### src/rtl/fifo_rd_pkg.sv
// fifo_rd_pkg: shared FSM state type and default geometry for the FIFO read-side packer.
package fifo_rd_pkg;

   localparam int DEFAULT_DATA_WIDTH     = 8;
   localparam int DEFAULT_BYTES_PER_WORD = 4;

   typedef enum logic [1:0] {
      RUN        = 2'd0,
      FLUSH_WAIT = 2'd1,
      FLUSH_EMIT = 2'd2
   } rd_pack_state_t;

endpackage

### src/rtl/fifo_rd_out_slot.sv
// fifo_rd_out_slot: single-entry valid/ready holding register for packed words,
// reporting slot_free when a new word may be loaded this cycle.
module fifo_rd_out_slot
   import fifo_rd_pkg::*;
#(
   parameter int WIDTH  = DEFAULT_DATA_WIDTH * DEFAULT_BYTES_PER_WORD,
   parameter int KEEP_W = DEFAULT_BYTES_PER_WORD
) (
   input  logic              rclk,
   input  logic              rrst,
   input  logic              load,
   input  logic [WIDTH-1:0]  load_data,
   input  logic [KEEP_W-1:0] load_keep,
   input  logic              load_last,
   input  logic              ready,
   output logic              valid,
   output logic [WIDTH-1:0]  data,
   output logic [KEEP_W-1:0] keep,
   output logic              last,
   output logic              slot_free
);

   // A word being accepted this cycle frees the slot for a same-cycle reload.
   assign slot_free = !valid || ready;

   always_ff @(posedge rclk or posedge rrst) begin
      if (rrst) begin
         valid <= 1'b0;
         data  <= '0;
         keep  <= '0;
         last  <= 1'b0;
      end else if (load) begin
         valid <= 1'b1;
         data  <= load_data;
         keep  <= load_keep;
         last  <= load_last;
      end else if (ready) begin
         valid <= 1'b0;
      end
   end

endmodule

### src/rtl/fifo_rd_packer.sv
// fifo_rd_packer: pops FIFO entries and packs them little-endian into words on a valid/ready
// stream, with flush of partial words. Define FIFO_RD_PACKER_STATS_EN to add word_count.
module fifo_rd_packer
   import fifo_rd_pkg::*;
#(
   parameter int DATA_WIDTH     = DEFAULT_DATA_WIDTH,
   parameter int BYTES_PER_WORD = DEFAULT_BYTES_PER_WORD
) (
   input  logic                                 rclk,
   input  logic                                 rrst,
   input  logic                                 fifo_empty,
   output logic                                 fifo_r_en,
   input  logic [DATA_WIDTH-1:0]                fifo_data_out,
   input  logic                                 flush,
   output logic                                 flush_done,
   output logic [DATA_WIDTH*BYTES_PER_WORD-1:0] m_data,
   output logic [BYTES_PER_WORD-1:0]            m_keep,
   output logic                                 m_last,
   output logic                                 m_valid,
   input  logic                                 m_ready
`ifdef FIFO_RD_PACKER_STATS_EN
   ,
   output logic [15:0]                          word_count
`endif
);

   localparam int               CNT_W  = $clog2(BYTES_PER_WORD + 1);
   localparam int               LANE_W = $clog2(BYTES_PER_WORD);
   localparam logic [CNT_W-1:0] FULL   = CNT_W'(BYTES_PER_WORD);

   rd_pack_state_t state, state_nxt;

   logic [CNT_W-1:0]                          cnt, cnt_cap;
   logic [CNT_W:0]                            occupancy;
   logic [LANE_W-1:0]                         lane;
   logic [BYTES_PER_WORD-1:0][DATA_WIDTH-1:0] acc, acc_cap, load_data;
   logic [BYTES_PER_WORD-1:0]                 part_keep, load_keep;
   logic                                      infl;
   logic                                      slot_free;
   logic                                      word_done;
   logic                                      emit_flush;
   logic                                      done_nxt;
   logic                                      load;
   logic                                      load_last;

   // Bytes already held plus the one in flight bound how many more pops fit in acc.
   assign occupancy = {1'b0, cnt} + {{CNT_W{1'b0}}, infl};
   assign fifo_r_en = !rrst && !fifo_empty && (state == RUN) && (occupancy < {1'b0, FULL});

   assign lane    = cnt[LANE_W-1:0];
   assign cnt_cap = cnt + {{(CNT_W-1){1'b0}}, infl};

   always_comb begin
      acc_cap = acc;
      if (infl) acc_cap[lane] = fifo_data_out;
   end

   always_comb begin
      for (int i = 0; i < BYTES_PER_WORD; i++) part_keep[i] = (i < int'(cnt));
   end

   // A word finishing this edge bypasses acc straight into the slot.
   assign word_done = (cnt_cap == FULL) && slot_free;

   always_comb begin
      // NOTE: every output of this block gets a default first, so no path can infer a latch.
      state_nxt  = state;
      emit_flush = 1'b0;
      done_nxt   = 1'b0;
      unique case (state)
         RUN: begin
            if (flush) state_nxt = FLUSH_WAIT;
         end
         FLUSH_WAIT: begin
            if (!infl) begin
               if (cnt == '0) begin
                  state_nxt = RUN;
                  done_nxt  = 1'b1;
               end else if (cnt != FULL) begin
                  state_nxt = FLUSH_EMIT;
               end
            end
         end
         FLUSH_EMIT: begin
            if (slot_free) begin
               emit_flush = 1'b1;
               done_nxt   = 1'b1;
               state_nxt  = RUN;
            end
         end
         default: state_nxt = RUN;
      endcase
   end

   assign load      = word_done || emit_flush;
   assign load_data = word_done ? acc_cap : acc;
   assign load_keep = word_done ? {BYTES_PER_WORD{1'b1}} : part_keep;
   assign load_last = emit_flush;

   always_ff @(posedge rclk or posedge rrst) begin
      if (rrst) begin
         state      <= RUN;
         cnt        <= '0;
         acc        <= '0;
         infl       <= 1'b0;
         flush_done <= 1'b0;
      end else begin
         // NOTE: non-blocking throughout, so each flop samples pre-edge values of the others.
         state      <= state_nxt;
         infl       <= fifo_r_en;
         flush_done <= done_nxt;
         if (load) begin
            cnt <= '0;
            acc <= '0;
         end else begin
            cnt <= cnt_cap;
            acc <= acc_cap;
         end
      end
   end

   fifo_rd_out_slot #(
      .WIDTH  (DATA_WIDTH * BYTES_PER_WORD),
      .KEEP_W (BYTES_PER_WORD)
   ) u_slot (
      .rclk      (rclk),
      .rrst      (rrst),
      .load      (load),
      .load_data (load_data),
      .load_keep (load_keep),
      .load_last (load_last),
      .ready     (m_ready),
      .valid     (m_valid),
      .data      (m_data),
      .keep      (m_keep),
      .last      (m_last),
      .slot_free (slot_free)
   );

`ifdef FIFO_RD_PACKER_STATS_EN
   always_ff @(posedge rclk or posedge rrst) begin
      if (rrst) word_count <= '0;
      else if (m_valid && m_ready) word_count <= word_count + 16'd1;
   end
`endif

endmodule

### config.mk
export PLATFORM = sky130hd
export DESIGN_NAME = fifo_rd_packer
export DESIGN_NICKNAME = d
export VERILOG_FILES = /design/src/rtl/fifo_rd_pkg.sv /design/src/rtl/fifo_rd_out_slot.sv /design/src/rtl/fifo_rd_packer.sv
export SDC_FILE = /design/constraint.sdc
export NUM_CORES = 1
export LEC_CHECK = 0
export ABC_CLOCK_PERIOD_IN_PS = 3700
export BUFFER_PORTS_ARGS = -buffer_cell sky130_fd_sc_hd__buf_2
export CORE_AREA = 2 2 93 77
export DETAILED_ROUTE_END_ITERATION = 10
export DIE_AREA = 0 0 95 79
export PLACE_DENSITY_LB_ADDON = 0.15
export SETUP_SLACK_MARGIN = 0.4
export SYNTH_ARGS = -nofsm -noshare
export SYNTH_HDL_FRONTEND = slang
export SYNTH_SLANG_ARGS = --single-unit
### constraint.sdc
create_clock -name rclk -period 3.7 [get_ports rclk]
set_input_delay 1.11 -clock rclk [delete_from_list [all_inputs] [get_ports rclk]]
set_output_delay 1.11 -clock rclk [all_outputs]
set_load 0.01 [all_outputs]
Word level (Yosys, flattened, before mapping)
Cells that the tools add are included.
Widths: inputs -> output; s select.

cells by class
  add/sub/neg operators = 2
  $mul = 0
  divide/modulo/power cells = 0
  order comparisons = 7
  eq/ne operators = 8
  shifts and indexed selects = 0
  mux-type cells = 21
  bitwise gates (word level) = 0
  reduce and logical (&&, ||, !) cells = 14

operators with widths
  operator            number
  $mux 32             3
  $bwmux 32           1
  $demux 8 s2         1
  $mux 2              5
  $mux 8              1
  $lt 1x3->1 const A  2
  $lt 2x3->1 const A  2
  $mux 1              6
  $ne 2x2->1 const B  3
  $ne 3x3->1 const B  2
  $pmux 2 s3          1
  $logic_and 1x1->1   5
  $add 3x1->4         1
  $lt 4x3->1 const B  1
  $mux 4              1
  $reduce_and 4->1    1
  $add 3x1->3         1
  $eq 3x3->1 const B  1
  $logic_not 1->1     3
  $logic_not 3->1     1
  $lt 2x3->1 const B  1
  $mux 3              1
  $eq 2x1->1 const B  1
  $eq 2x2->1 const B  1
  5 further kinds     6

storage, ports and cells
  bits in registers = 77
  latch bits = 0
  RAM bits = 0
  memory bits (read-only) = 0
  bits of input ports = 13
  output and inout port bits = 40
  memories = 0

Depth between registers and ports, before layout
Gate-level depths: netlist of the first run.

  word-level depth = 7
  gate-level depth with buffers = 8
  mapped depth without buffers = 6

Cells and area by module
A second synthesis of the first run with hierarchy kept.

unflattened totals
  cells, all modules = 279
  area, all modules = 3797.4 um^2

modules (own cells, without submodules)
  module            instances  cells an instance  area each (um^2)  sequential area each (um^2)
  fifo_rd_packer    1          197                2303.5            975.9
  fifo_rd_out_slot  1          82                 1493.9            950.9

Least setup slack after synthesis of the first run
OpenSTA, ideal clock, no wires.

  path type = in2out
  from = input port fifo_empty
  to = output port fifo_r_en
  data arrival time = 1.639 ns
  required time = 2.590 ns
  path slack = 0.951 ns
  cell stages on the path = 1
  buffers on the path = 0
  cell sequence = nor4b_1

on the way
  word-level cells in the longest chain between the ends = 4

ends and longest elaborated chain
  element                         line                  RTL
  start, declared                 fifo_rd_packer.sv:11  input logic fifo_empty,
  $logic_not 1->1                 fifo_rd_packer.sv:48  assign fifo_r_en = !rrst && !fifo_empty && (state == RUN) && (occupancy < {1'b0, FULL});
  $logic_and 1x1->1 (3 in a row)  fifo_rd_packer.sv:48
  end, declared                   fifo_rd_packer.sv:12  output logic fifo_r_en,

No other way between the ends.

Worst setup path in the final report of the first run
  from = register cnt[0]
  to = output port fifo_r_en

on the way
  word-level cells in the longest chain between the ends = 3

ends and longest elaborated chain
  element                 line                   RTL
  start, declared         fifo_rd_packer.sv:33   logic [CNT_W-1:0] cnt, cnt_cap;
  start signal, assigned  fifo_rd_packer.sv:116  cnt <= cnt_cap;
  $add 3x1->4             fifo_rd_packer.sv:47   assign occupancy = {1'b0, cnt} + {{CNT_W{1'b0}}, infl};
  $lt 4x3->1              fifo_rd_packer.sv:48
  $logic_and 1x1->1       fifo_rd_packer.sv:48

No other way between the ends.

==> results of run 1 <==
-- power groups by stage --
| stage | Combinational (W) | Clock [W] | Sequential [W] |
|---|---|---|---|
| floorplan | 0.000924 | 0 | 0.00148 |
| global placement | 0.00134 | 0 | 0.00143 |
| detailed placement | 0.00137 | 0 | 0.00144 |
| CTS | 0.00138 | 0.000673 | 0.00143 |
| global route | 0.00154 | 0.000713 | 0.00148 |
| finish | 0.00138 | 0.000661 | 0.00143 |
-- stage by stage --
stage               utilization (%)  cell area [µm²]
finish                         60.3             4010
global route                   60.3             4010
CTS                            60.3             4010
detailed placement             57.1             3800
global placement               57.1             3800
floorplan                         -             3530
-- sequential cells by signal (all words and copies together) (netlist names) --
register / cells
u_slot.keep: 4
flush_done: 1
state: 2
acc: 32
u_slot.last: 1
cnt: 3
u_slot.valid: 1
u_slot.data: 32
infl: 1
-- cell type report --
class | instances | area [µm²] | share of cell area (%)
tap | 87 | 109 | 2.71
sequential | 77 | 1930 | 48.1
clock inverter | 4 | 45.0 | 1.12
multi-input combinational | 223 | 1300 | 32.4
clock buffer | 12 | 165 | 4.12
inverter | 38 | 143 | 3.55
timing repair buffer | 57 | 323 | 8.04
-- critical path: cells and delay by family (launching register included) --
kind            cells  cell delay, ns
simple gates        1            0.35
buf+inv             1            0.21
compound gates      1            0.18
fa+ha+maj           2            0.50
flops               1            0.48
-- how the worst min path moves through the flow --
stage,startpoint,to,slack (ns),cells after the start
6_report,u_slot.last,u_slot.last,0.48,2
5_1_grt,u_slot.keep[3],u_slot.keep[3],0.52,2
4_1_cts,u_slot.last,u_slot.last,0.48,2
3_5_place_dp,u_slot.last,u_slot.last,0.46,2
3_3_place_gp,u_slot.last,u_slot.last,0.46,2
2_1_floorplan,acc[0],u_slot.data[0],0.49,2
-- cells by family (layout without fill, tap and decap cells) --
family / after synthesis / after routing
buf+inv: 65 / 111
fa+ha+maj: 5 / 5
xor+xnor: 2 / 2
simple gates: 104 / 104
compound gates: 111 / 111
flops: 77 / 77
mux: 1 / 1
-- synth_stat cells (3+ instances only) --
library cell	number
a21oi_1	66
and2_1	3
buf_1	8
buf_2	4
buf_4	3
buf_6	6
clkbuf_1	3
clkbuf_2	3
dfrtp_1	77
ha_1	5
inv_1	38
nand2_1	75
nand3_1	4
nand4_1	4
nor2_1	4
o21ai_2	4
o32ai_1	32
-- per-layer routing --
layer	vias up	track usage, %
li1	1344	-
met1	1397	38.5
met2	89	36.2
met3	12	6.36
met4	0	6.81
met5	-	0
-- timing repair --
action	4_1_cts	5_1_grt
hold buffers	0	0
endpoints found under the setup margin	0	1
endpoints found under the hold margin	0	0
gates resized for setup	0	2
==> flow_summary.rst, run 1 <==
.. list-table::
   :header-rows: 1

   * - Metric
     - Value
   * - Number of rows created at floorplan
     - 27
   * - Net total in the final layout
     - 424
   * - Library cell appearing most often on the critical path
     - ha_1
   * - Area of the core region
     - 6660 µm²
   * - Area fraction in and, or, nand and nor cells after synthesis
     - 13.4%
   * - Portion of total power attributed to combinational logic
     - 39.7%
   * - Antenna diode count
     - 0
   * - Adder and majority cell fraction of the synthesized area
     - under 10%
   * - Synthesis Warnings
     - 0
   * - Compound-gate portion of the synthesized area
     - around a fifth
   * - Synth Register Bits
     - 77
   * - Sequential share of power
     - about two fifths
   * - Gpl congestion
     - roughly 0.8
   * - Die height
     - 79 µm
   * - Total Die Area
     - about 7500 µm²
   * - Launch point of the critical path
     - cnt[0]
   * - Number of nets produced by synthesis
     - 383
   * - Drt initial violations
     - 211
   * - Top post-synthesis cells by area
     - dfrtp_1 55%, a21oi_1 9.3%, nand2_1 8.0%
   * - Number of sinks handled by clock tree synthesis
     - 77
   * - Fraction of final layout cells with drive strength greater than 1
     - 20.7%
   * - Sequential area share after synthesis
     - 54.5%
   * - Clk root buf
     - clkbuf_8
   * - Largest net degree at the start of global routing
     - 44
   * - Number of post-CTS setup repair buffers
     - 0
   * - Register-to-register path setup slack
     - 1.07 ns
   * - Vias in the first global route
     - between 2000 and 3000
   * - Count of vias placed by the detailed router
     - 2842
   * - Class of the worst hold path
     - reg -> reg
   * - Final hold violation count
     - 0
   * - Post-route worst hold slack
     - 0.476 ns
   * - Area grow syn2layout
     - 13.5%
   * - Grt total ovfl
     - 0
   * - Starting density of the core
     - 53.1%
   * - Startpoint type of the worst setup path
     - register
   * - Number of antenna violations at the first check in global routing
     - 0
   * - Overall routing resource usage
     - 25.3%
   * - Post-synth design cell area
     - 3530 µm²
   * - Area fraction of the dominant cell type after synthesis
     - 54.5%
   * - Mean area per synthesized cell
     - a little under 10 µm²
   * - Internal power of the cells
     - 0.00215 W
   * - Wl on met1
     - 4.15 mm
   * - CP peak stage delay
     - 0.48 ns
   * - Commonest cells after routing, fill and taps aside
     - 75 x nand2_1, 75 x dfrtp_1, 66 x a21oi_1
   * - DR WL/cell
     - roughly 17 µm
   * - Relative slew slack
     - approximately 50%
   * - Combinational family with the most area after synthesis
     - compound AO/OA/AOI/OAI gates
   * - Wire length of the first global-routing pass
     - 14.2 mm
   * - Time the worst path needs with I/O delays and setup
     - between 3 and 4 ns
   * - Fraction of synthesis flops using an asynchronous set or reset pin
     - 100%
   * - Share of power burned in the clock network
     - 19.1%
   * - Number of detailed-routing iterations run before antenna repair
     - 4
   * - Multiplexer share of the synthesized area
     - 0.283%
   * - Setup repair after global routing missed its margin
     - false
   * - Startpoint of the worst register-to-register path
     - cnt[0]
   * - HPWL Detailed
     - 5.59 mm
   * - Layout filler cell count
     - 578
   * - Placed Instances
     - 482
   * - Number of antenna-violating nets in the routed design
     - 0
   * - Power consumption
     - 0.00347 W
   * - Max Clock Freq
     - roughly 320 MHz
   * - DR top layer
     - met4
   * - Critical path class
     - reg -> out
   * - Number of levels the H-tree was split into
     - 3
   * - Net switching fraction of the power
     - 38.0%
   * - Total Negative Setup Slacks
     - 0 ns
   * - Crit path capture
     - fifo_r_en
   * - Reg2reg end
     - u_slot.data[27]
   * - Maximum ir drop on the vdd rail
     - approximately 0.38 mV
   * - Number of unique standard cell types used by synthesis
     - 37
   * - I/O pin total
     - 53
   * - Cell type of the slowest stage on the worst timing path
     - dfrtp_2
   * - Die boundary width
     - 95 µm
   * - Clock insertion delay at the later pin of the skew report
     - 0.34 ns
   * - Worst Tran Pin Value
     - 0.752 ns
   * - Final max-slew violation count
     - 0
   * - Clock tree from TritonCTS
     - built
   * - Net Switching
     - ~0.0013 W
   * - Inserted Clock Buffers
     - 9
   * - Power Dens Cells
     - 864 nW/µm²
   * - Met2 layer wire length in the routed design
     - 3.84 mm
   * - Length in cells of the worst reg-to-reg path
     - 7
   * - Number of enable-type register cells in the synthesized netlist
     - 0
   * - Number of endpoints failing setup at the final stage
     - 0
   * - Final period util
     - 85.6%
   * - Crit path max fanout
     - 11
   * - Main synth FF type
     - dfrtp_1
   * - Residual DRC
     - 0
   * - Xor and xnor area share after synthesis
     - less than 1%
   * - Data required time of the worst path
     - 2.59 ns
   * - Met3 Routed Length
     - 558 µm
   * - Worst path arrival time
     - ~2.1 ns
   * - Clock Skews
     - about 0.0083 ns
   * - Result of the run
     - completed
   * - Clock-pin slew reported for the worst setup and hold paths after clock tree synthesis
     - 0.07 ns
   * - Critical path endpoint category
     - output port
   * - Post-Syn Instances
     - 365
   * - Vias/cell
     - 5.71
   * - Total wire length after detailed routing
     - 8.68 mm
   * - Number of port buffers
     - between 50 and 60
   * - Cell type with the largest total area after synthesis
     - dfrtp_1
   * - Worst-path cell chain
     - ha_1, ha_1, o21ai_0, nor4b_1, buf_2
   * - Final worst setup slack
     - about 0.53 ns
   * - LEAKAGE
     - 1.76 nW
   * - Post-route non-filler standard cell count
     - ~500
   * - Number of maximum-capacitance constraint violations
     - 0
   * - Clk buf depth
     - 2
   * - Setup WS pre-CTS
     - roughly 0.79 ns
(Power assumes the default switching activity.)
==> inputs of run 2 (changes only) <==
--- a/config.mk
+++ b/config.mk
@@ -5,7 +5,7 @@
 export SDC_FILE = /design/constraint.sdc
 export NUM_CORES = 1
 export LEC_CHECK = 0
-export ABC_CLOCK_PERIOD_IN_PS = 3700
+export ABC_CLOCK_PERIOD_IN_PS = 3100
 export BUFFER_PORTS_ARGS = -buffer_cell sky130_fd_sc_hd__buf_2
 export CORE_AREA = 2 2 93 77
 export DETAILED_ROUTE_END_ITERATION = 10
==> constraint.sdc (replaced) <==
create_clock -name rclk -period 3.1 [get_ports rclk]
set_input_delay 0.93 -clock rclk [delete_from_list [all_inputs] [get_ports rclk]]
set_output_delay 0.93 -clock rclk [all_outputs]
set_load 0.01 [all_outputs]
==> run 2 against run 1 <==
Against the previous run: design area up 1.7%; largest cell class unchanged; via count up 2.9%; power up 21%.
==> flow_summary.rst, run 2 (synthesis results as in run 1) <==
.. list-table::
   :header-rows: 1

   * - Metric
     - Value
   * - Overall routing resource usage
     - 25.6% (was 25.3%)
   * - Min-delay src
     - u_slot.last (unchanged)
   * - Class of the worst hold path
     - reg -> reg (unchanged)
   * - Number of antenna-violating nets in the routed design
     - 0 (unchanged)
   * - Startpoint type of the worst setup path
     - register (unchanged)
   * - Clock-pin slew reported for the worst setup and hold paths after clock tree synthesis
     - 0.07 ns (about the same)
   * - Data required time of the worst path
     - 2.17 ns (was 2.59 ns)
   * - Starting density of the core
     - 53.1% (unchanged)
   * - Total Die Area
     - 7510 µm² (unchanged)
   * - Clock Skews
     - 0.00819 ns (was 0.00835 ns)
   * - Startpoint of the worst register-to-register path
     - infl (was cnt[0])
   * - Vias/cell
     - 5.82 (was 5.71)
   * - Worst Tran Pin Value
     - 0.646 ns (was 0.752 ns)
   * - Reg2reg end
     - acc[9] (was u_slot.data[27])
   * - Wire length of the first global-routing pass
     - 14.1 mm (was 14.2 mm)
   * - Net total in the final layout
     - 429 (was 424)
   * - Total wire length after detailed routing
     - 9.00 mm (was 8.68 mm)
   * - Gpl congestion
     - 0.820 (was 0.788)
   * - Register-to-register path setup slack
     - 0.84 ns (was 1.07 ns)
   * - Critical path class
     - reg -> out (unchanged)
   * - Crit path max fanout
     - 4 (was 11)
   * - Library cell appearing most often on the critical path
     - ha_4 (was ha_1)
   * - Count of vias placed by the detailed router
     - 2925 (was 2842)
   * - Grt total ovfl
     - 0 (unchanged)
   * - Number of port buffers
     - 52 (unchanged)
   * - Sink of the worst hold path
     - u_slot.last (unchanged)
   * - Clk buf depth
     - 2 (unchanged)
   * - Final max-slew violation count
     - 0 (unchanged)
   * - Number of endpoints failing setup at the final stage
     - 0 (unchanged)
   * - Biggest registers after layout
     - acc (32), u_slot.data (32), u_slot.keep (4) (unchanged)
   * - Die height
     - 79 µm (unchanged)
   * - Final hold violation count
     - 0 (unchanged)
   * - Worst path arrival time
     - 1.70 ns (was 2.06 ns)
   * - I/O pin total
     - 53 (unchanged)
   * - Largest net degree at the start of global routing
     - 33 (was 44)
   * - Number of detailed-routing iterations run before antenna repair
     - 4 (unchanged)
   * - Total Negative Setup Slacks
     - 0 ns (unchanged)
   * - Result of the run
     - completed (unchanged)
   * - HPWL Detailed
     - 5.82 mm (was 5.59 mm)
   * - Final period util
     - 84.8%
   * - Fraction of final layout cells with drive strength greater than 1
     - 22.4% (was 20.7%)
   * - Inserted Clock Buffers
     - 9 (unchanged)
   * - DR WL/cell
     - 17.9 µm (was 17.4 µm)
   * - Area grow syn2layout
     - 15.5% (was 13.5%)
   * - Number of maximum-capacitance constraint violations
     - 0 (unchanged)
   * - Residual DRC
     - 0 (unchanged)
   * - Launch point of the critical path
     - infl (was cnt[0])
   * - Time the worst path needs with I/O delays and setup
     - 2.63 ns
   * - CP peak stage delay
     - 0.43 ns (was 0.48 ns)
   * - Antenna diode count
     - 0 (unchanged)
   * - Final Cell Area
     - 4080 µm² (was 4010 µm²)
   * - Setup repair after global routing missed its margin
     - false (unchanged)
   * - Most common cell after layout, fill and taps aside
     - nand2_1
   * - Placed Instance Area
     - 3820 µm² (was 3800 µm²)
   * - Drt initial violations
     - 193 (was 211)
   * - Vias in the first global route
     - 2669 (was 2642)
   * - Number of rows created at floorplan
     - 27 (unchanged)
   * - Max Clock Freq
     - 380 MHz
   * - Hold depth
     - 2 (unchanged)
   * - Power Dens Cells
     - 1030 nW/µm² (was 864 nW/µm²)
   * - Die boundary width
     - 95 µm (unchanged)
   * - Clock insertion delay at the later pin of the skew report
     - 0.35 ns (was 0.34 ns)
   * - Cell type of the slowest stage on the worst timing path
     - dfrtp_2 (unchanged)
   * - Number of levels the H-tree was split into
     - 3 (unchanged)
   * - Worst-path cell chain
     - ha_4, ha_4, o21ai_2, nor4b_4, buf_2 (was ha_1, ha_1, o21ai_0, nor4b_1, buf_2)
   * - Clock tree from TritonCTS
     - built (unchanged)
   * - Length in cells of the worst reg-to-reg path
     - 7 (unchanged)
   * - LEAKAGE
     - 1.77 nW (was 1.76 nW)
   * - Clk root buf
     - clkbuf_8 (unchanged)
   * - Area of the core region
     - 6660 µm² (unchanged)
   * - Number of antenna violations at the first check in global routing
     - 0 (unchanged)
   * - Critical path endpoint category
     - output port (unchanged)
   * - Relative slew slack
     - 56.9% (was 49.8%)
   * - Number of sinks handled by clock tree synthesis
     - 77 (unchanged)
   * - Commonest cells after routing, fill and taps aside
     - 75 x nand2_1, 74 x dfrtp_1, 66 x a21oi_1 (was 75 x nand2_1, 75 x dfrtp_1, 66 x a21oi_1)
   * - Maximum ir drop on the vdd rail
     - 0.444 mV (was 0.382 mV)
## run 2: metrics by stage
stage	cells	total power [W]	hold WS [ns]	setup WS, ns	utilization [%]
finish	503	0.00419	0.478	0.471	61.3
global route	503	0.00449	0.511	0.405	61.3
CTS	502	0.00416	0.485	0.443	60.9
detailed placement	484	0.00338	0.464	0.464	57.4
global placement	484	0.00332	0.453	0.520	57.4
floorplan	365	0.00287	0.491	0.711	-
## run 2: worst max-delay path: cells and delay by family, from the launching register on
family / cells / cell delay (ns)
buffers and inverters: 1 / 0.18
flip-flops: 1 / 0.43
adder cells (fa/ha/maj): 2 / 0.34
AO/OA/AOI/OAI: 1 / 0.13
AND/OR/NAND/NOR: 1 / 0.26
## run 2: final cells by class
class / count / area [µm²]
timing repair buffer: 62 / 360
tap: 87 / 109
fill: 553 / 2570
clock inverter: 4 / 47.5
sequential: 77 / 1930
inverter: 38 / 146
clock buffer: 12 / 145
multi-input combinational: 223 / 1340
## run 2: report_power, final
part / internal, W / switching, W
sequential: 0.00144 / 0.000251
clock: 0.000392 / 0.000358
combinational: 0.000750 / 0.000999
## run 2: routing by layer
metal	routed length [µm]	global-route usage, %	part of all wire, %	vias up
li1	-	-	-	1349
met1	4080	37.7	45	1445
met2	4070	36.0	45	116
met3	719	8.06	8.0	15
met4	129	8.41	1.4	0
met5	0	0	0	-
## run 2: repair_timing
| action | 4_1_cts | 5_1_grt |
|---|---|---|
| hold buffers | 0 | 0 |
| buffers inserted | 2 | 1 |
| resized for setup | 7 | 4 |
| endpoints found under the hold margin | 0 | 0 |
| pin swaps | 0 | 1 |
| endpoints found under the setup margin | 1 | 1 |
## run 2: worst max-delay path by stage
stage	end	slack, ns	cells past startpoint
floorplan	fifo_r_en	0.71	1
global placement	fifo_r_en	0.52	6
detailed placement	fifo_r_en	0.46	6
CTS	fifo_r_en	0.44	5
global route	fifo_r_en	0.41	5
finish	fifo_r_en	0.47	5
==> inputs of run 3 (changes only) <==
--- a/config.mk
+++ b/config.mk
@@ -5,7 +5,7 @@
 export SDC_FILE = /design/constraint.sdc
 export NUM_CORES = 1
 export LEC_CHECK = 0
-export ABC_CLOCK_PERIOD_IN_PS = 3100
+export ABC_CLOCK_PERIOD_IN_PS = 2700
 export BUFFER_PORTS_ARGS = -buffer_cell sky130_fd_sc_hd__buf_2
 export CORE_AREA = 2 2 93 77
 export DETAILED_ROUTE_END_ITERATION = 10
==> constraint.sdc (replaced) <==
create_clock -name rclk -period 2.7 [get_ports rclk]
set_input_delay 0.81 -clock rclk [delete_from_list [all_inputs] [get_ports rclk]]
set_output_delay 0.81 -clock rclk [all_outputs]
set_load 0.01 [all_outputs]
==> run 3 against run 2 <==
Against the previous run: clock-buffer cell count is 2 higher; routed wire length is 0.87% higher; final cell count is 0.60% higher; global-route usage is 0.33 points higher; first-iteration DRC count is 2.1% higher; combinational power is 18% higher.
==> flow_summary.rst, run 3 (synthesis results as in run 1) <==
.. list-table::
   :header-rows: 1

   * - Metric
     - Value
   * - Grt total ovfl
     - 0 (unchanged)
   * - Final max-slew violation count
     - 0 (unchanged)
   * - Worst path arrival time
     - 1.77 ns (was 1.70 ns)
   * - Drt initial violations
     - 197 (was 193)
   * - Count of vias placed by the detailed router
     - 2873 (was 2925)
   * - Class of the worst hold path
     - reg -> reg (unchanged)
   * - Setup repair after global routing missed its margin
     - true (was false)
   * - Met3 track demand over resource
     - 6.83% (was 8.06%)
   * - Clk buf depth
     - 2 (unchanged)
   * - Number of rows created at floorplan
     - 27 (unchanged)
   * - Total Negative Setup Slacks
     - 0 ns (unchanged)
   * - Hold depth
     - 2 (unchanged)
   * - Die height
     - 79 µm (unchanged)
   * - Placed Instances
     - 487 (was 484)
   * - Area grow syn2layout
     - 15.9% (was 15.5%)
   * - Final worst setup slack
     - 0.122 ns (was 0.471 ns)
   * - Clock insertion delay at the later pin of the skew report
     - 0.35 ns (about the same)
   * - Register-to-register path setup slack
     - 0.48 ns (was 0.84 ns)
   * - Gpl congestion
     - 0.811 (was 0.820)
   * - Critical path class
     - reg -> out (unchanged)
   * - Final hold violation count
     - 0 (unchanged)
   * - HPWL Detailed
     - 5.57 mm (was 5.82 mm)
   * - LEAKAGE
     - 1.80 nW (was 1.77 nW)
   * - Number of sinks handled by clock tree synthesis
     - 77 (unchanged)
   * - Setup WS pre-CTS
     - 0.272 ns (was 0.464 ns)
   * - Clk root buf
     - clkbuf_8 (unchanged)
   * - Max Clock Freq
     - 388 MHz
   * - Crit path capture
     - fifo_r_en (unchanged)
   * - Time the worst path needs with I/O delays and setup
     - ~2.6 ns
   * - Final period util
     - 95.5%
   * - Largest net degree at the start of global routing
     - 78 (was 33)
   * - Clock-pin slew reported for the worst setup and hold paths after clock tree synthesis
     - 0.07 ns (about the same)
   * - Number of detailed-routing iterations run before antenna repair
     - 4 (unchanged)
   * - Power Dens Cells
     - 1170 nW/µm² (was 1030 nW/µm²)
   * - Vias in the first global route
     - 2757 (was 2669)
   * - Result of the run
     - completed (unchanged)
   * - Number of antenna-violating nets in the routed design
     - 0 (unchanged)
   * - Crit path max fanout
     - 4 (unchanged)
   * - DR WL/cell
     - 17.9 µm (about the same)
   * - Length in cells of the worst reg-to-reg path
     - 9 (was 7)
   * - Total Die Area
     - 7510 µm² (unchanged)
   * - Number of antenna violations at the first check in global routing
     - 0 (unchanged)
   * - Number of levels the H-tree was split into
     - 3 (unchanged)
   * - Post-route non-filler standard cell count
     - 506 (was 503)
   * - Number of port buffers
     - 52 (unchanged)
   * - Residual DRC
     - 0 (unchanged)
   * - Data required time of the worst path
     - 1.89 ns (was 2.17 ns)
   * - Total of hold buffers inserted after clock tree synthesis
     - 0 (unchanged)
   * - Launch point of the critical path
     - infl (unchanged)
   * - Maximum ir drop on the vdd rail
     - 0.487 mV (was 0.444 mV)
   * - Starting density of the core
     - 53.1% (unchanged)
   * - Number of maximum-capacitance constraint violations
     - 0 (unchanged)
   * - Number of endpoints failing setup at the final stage
     - 0 (unchanged)
   * - Area of the core region
     - 6660 µm² (unchanged)
   * - Antenna diode count
     - 0 (unchanged)
   * - Global routing usage on met1
     - 38.1% (was 37.7%)
   * - Startpoint type of the worst setup path
     - register (unchanged)
   * - Inserted Clock Buffers
     - 9 (unchanged)
   * - Vias/cell
     - 5.68 (was 5.82)
   * - Overall routing resource usage
     - 25.9% (was 25.6%)
   * - Clock Skews
     - 0.00831 ns (was 0.00819 ns)
   * - Net total in the final layout
     - 433 (was 429)
   * - Fraction of final layout cells with drive strength greater than 1
     - 22.4% (about the same)
   * - Global-route layer with the greatest usage
     - met2 (was met1)
   * - Reg2reg end
     - u_slot.keep[1] (was acc[9])
   * - Relative slew slack
     - 67.7% (was 56.9%)
   * - Startpoint of the worst register-to-register path
     - infl (unchanged)
   * - Met2 capacity usage during global routing
     - 38.8% (was 36.0%)
   * - Biggest registers after layout
     - acc (32), u_slot.data (32), u_slot.keep (4) (unchanged)
   * - I/O pin total
     - 53 (unchanged)
   * - Post-route worst hold slack
     - 0.478 ns (about the same)
   * - Die boundary width
     - 95 µm (unchanged)
   * - Final Cell Area
     - 4100 µm² (was 4080 µm²)
   * - Clock tree from TritonCTS
     - built (unchanged)
   * - Most common cell after layout, fill and taps aside
     - dfrtp_1 (was nand2_1)
   * - Critical path endpoint category
     - output port (unchanged)
   * - Wire length of the first global-routing pass
     - 14.6 mm (was 14.1 mm)
   * - Worst Tran Pin Value
     - 0.485 ns (was 0.646 ns)
   * - Total wire length after detailed routing
     - 9.07 mm (was 9.00 mm)
   * - Placed Instance Area
     - 3840 µm² (was 3820 µm²)
   * - Commonest cells after routing, fill and taps aside
     - 77 x dfrtp_1, 75 x nand2_1, 66 x a21oi_1 (was 75 x nand2_1, 74 x dfrtp_1, 66 x a21oi_1)
-- run 3: changes by cell type in the layout (fill, tap and decap cells not counted), sizes merged --
cell / delta
clkbuf: +2
clkinv: -1
bufinv: -1
clkinvlp: -1
buf: +4
-- run 3: layer usage --
metal | vias to the layer above | routed length, µm
met2 | 106 | 4210
met5 | - | 0
met1 | 1393 | 4060
li1 | 1364 | -
met3 | 10 | 712
met4 | 0 | 93
-- run 3: layout make-up --
| type | instances | area (µm²) |
|---|---|---|
| repair buffers | 66 | 390 |
| clock inverters | 1 | 5.00 |
| multi-input cells | 223 | 1350 |
| well taps | 87 | 109 |
| fillers | 574 | 2560 |
| inverters | 38 | 146 |
| flip-flops and latches | 77 | 1930 |
| clock buffers | 14 | 173 |
-- run 3: critical path, cell delays in order (launching register included) --
cell     delay (ns)
dfrtp_1        0.43
ha_4           0.18
ha_4           0.17
nand3_2        0.09
o21ai_2        0.10
nor4b_4        0.27
buf_2          0.19
-- run 3: what timing repair did --
action                     CTS  global route
pin swaps                    2             0
setup endpoints to repair    1             1
resized for setup            8             1
buffers inserted             2             2
-- run 3: worst min path at each step --
stage / to / start / slack [ns]
2_1_floorplan: u_slot.data[0] / acc[0] / 0.49
3_3_place_gp: u_slot.last / u_slot.last / 0.46
3_5_place_dp: u_slot.last / u_slot.last / 0.46
4_1_cts: u_slot.last / u_slot.last / 0.48
5_1_grt: u_slot.keep[3] / u_slot.keep[3] / 0.52
6_report: u_slot.last / u_slot.last / 0.48
-- run 3: report_power, final --
part	internal (W)	leakage (nW)	switching [W]
sequential	0.00165	0.967	0.000278
combinational	0.000889	0.736	0.00117
clock	0.000404	0.0926	0.000397
total	0.00294	1.80	0.00185
-- run 3: stage by stage --
| step | power [W] | util (%) |
|---|---|---|
| 6_report | 0.00479 | 61.6 |
| 5_1_grt | 0.00515 | 61.6 |
| 4_1_cts | 0.00478 | 61.2 |
| 3_5_place_dp | 0.00393 | 57.7 |
| 3_3_place_gp | 0.00386 | 57.7 |
| 2_1_floorplan | 0.00329 | - |
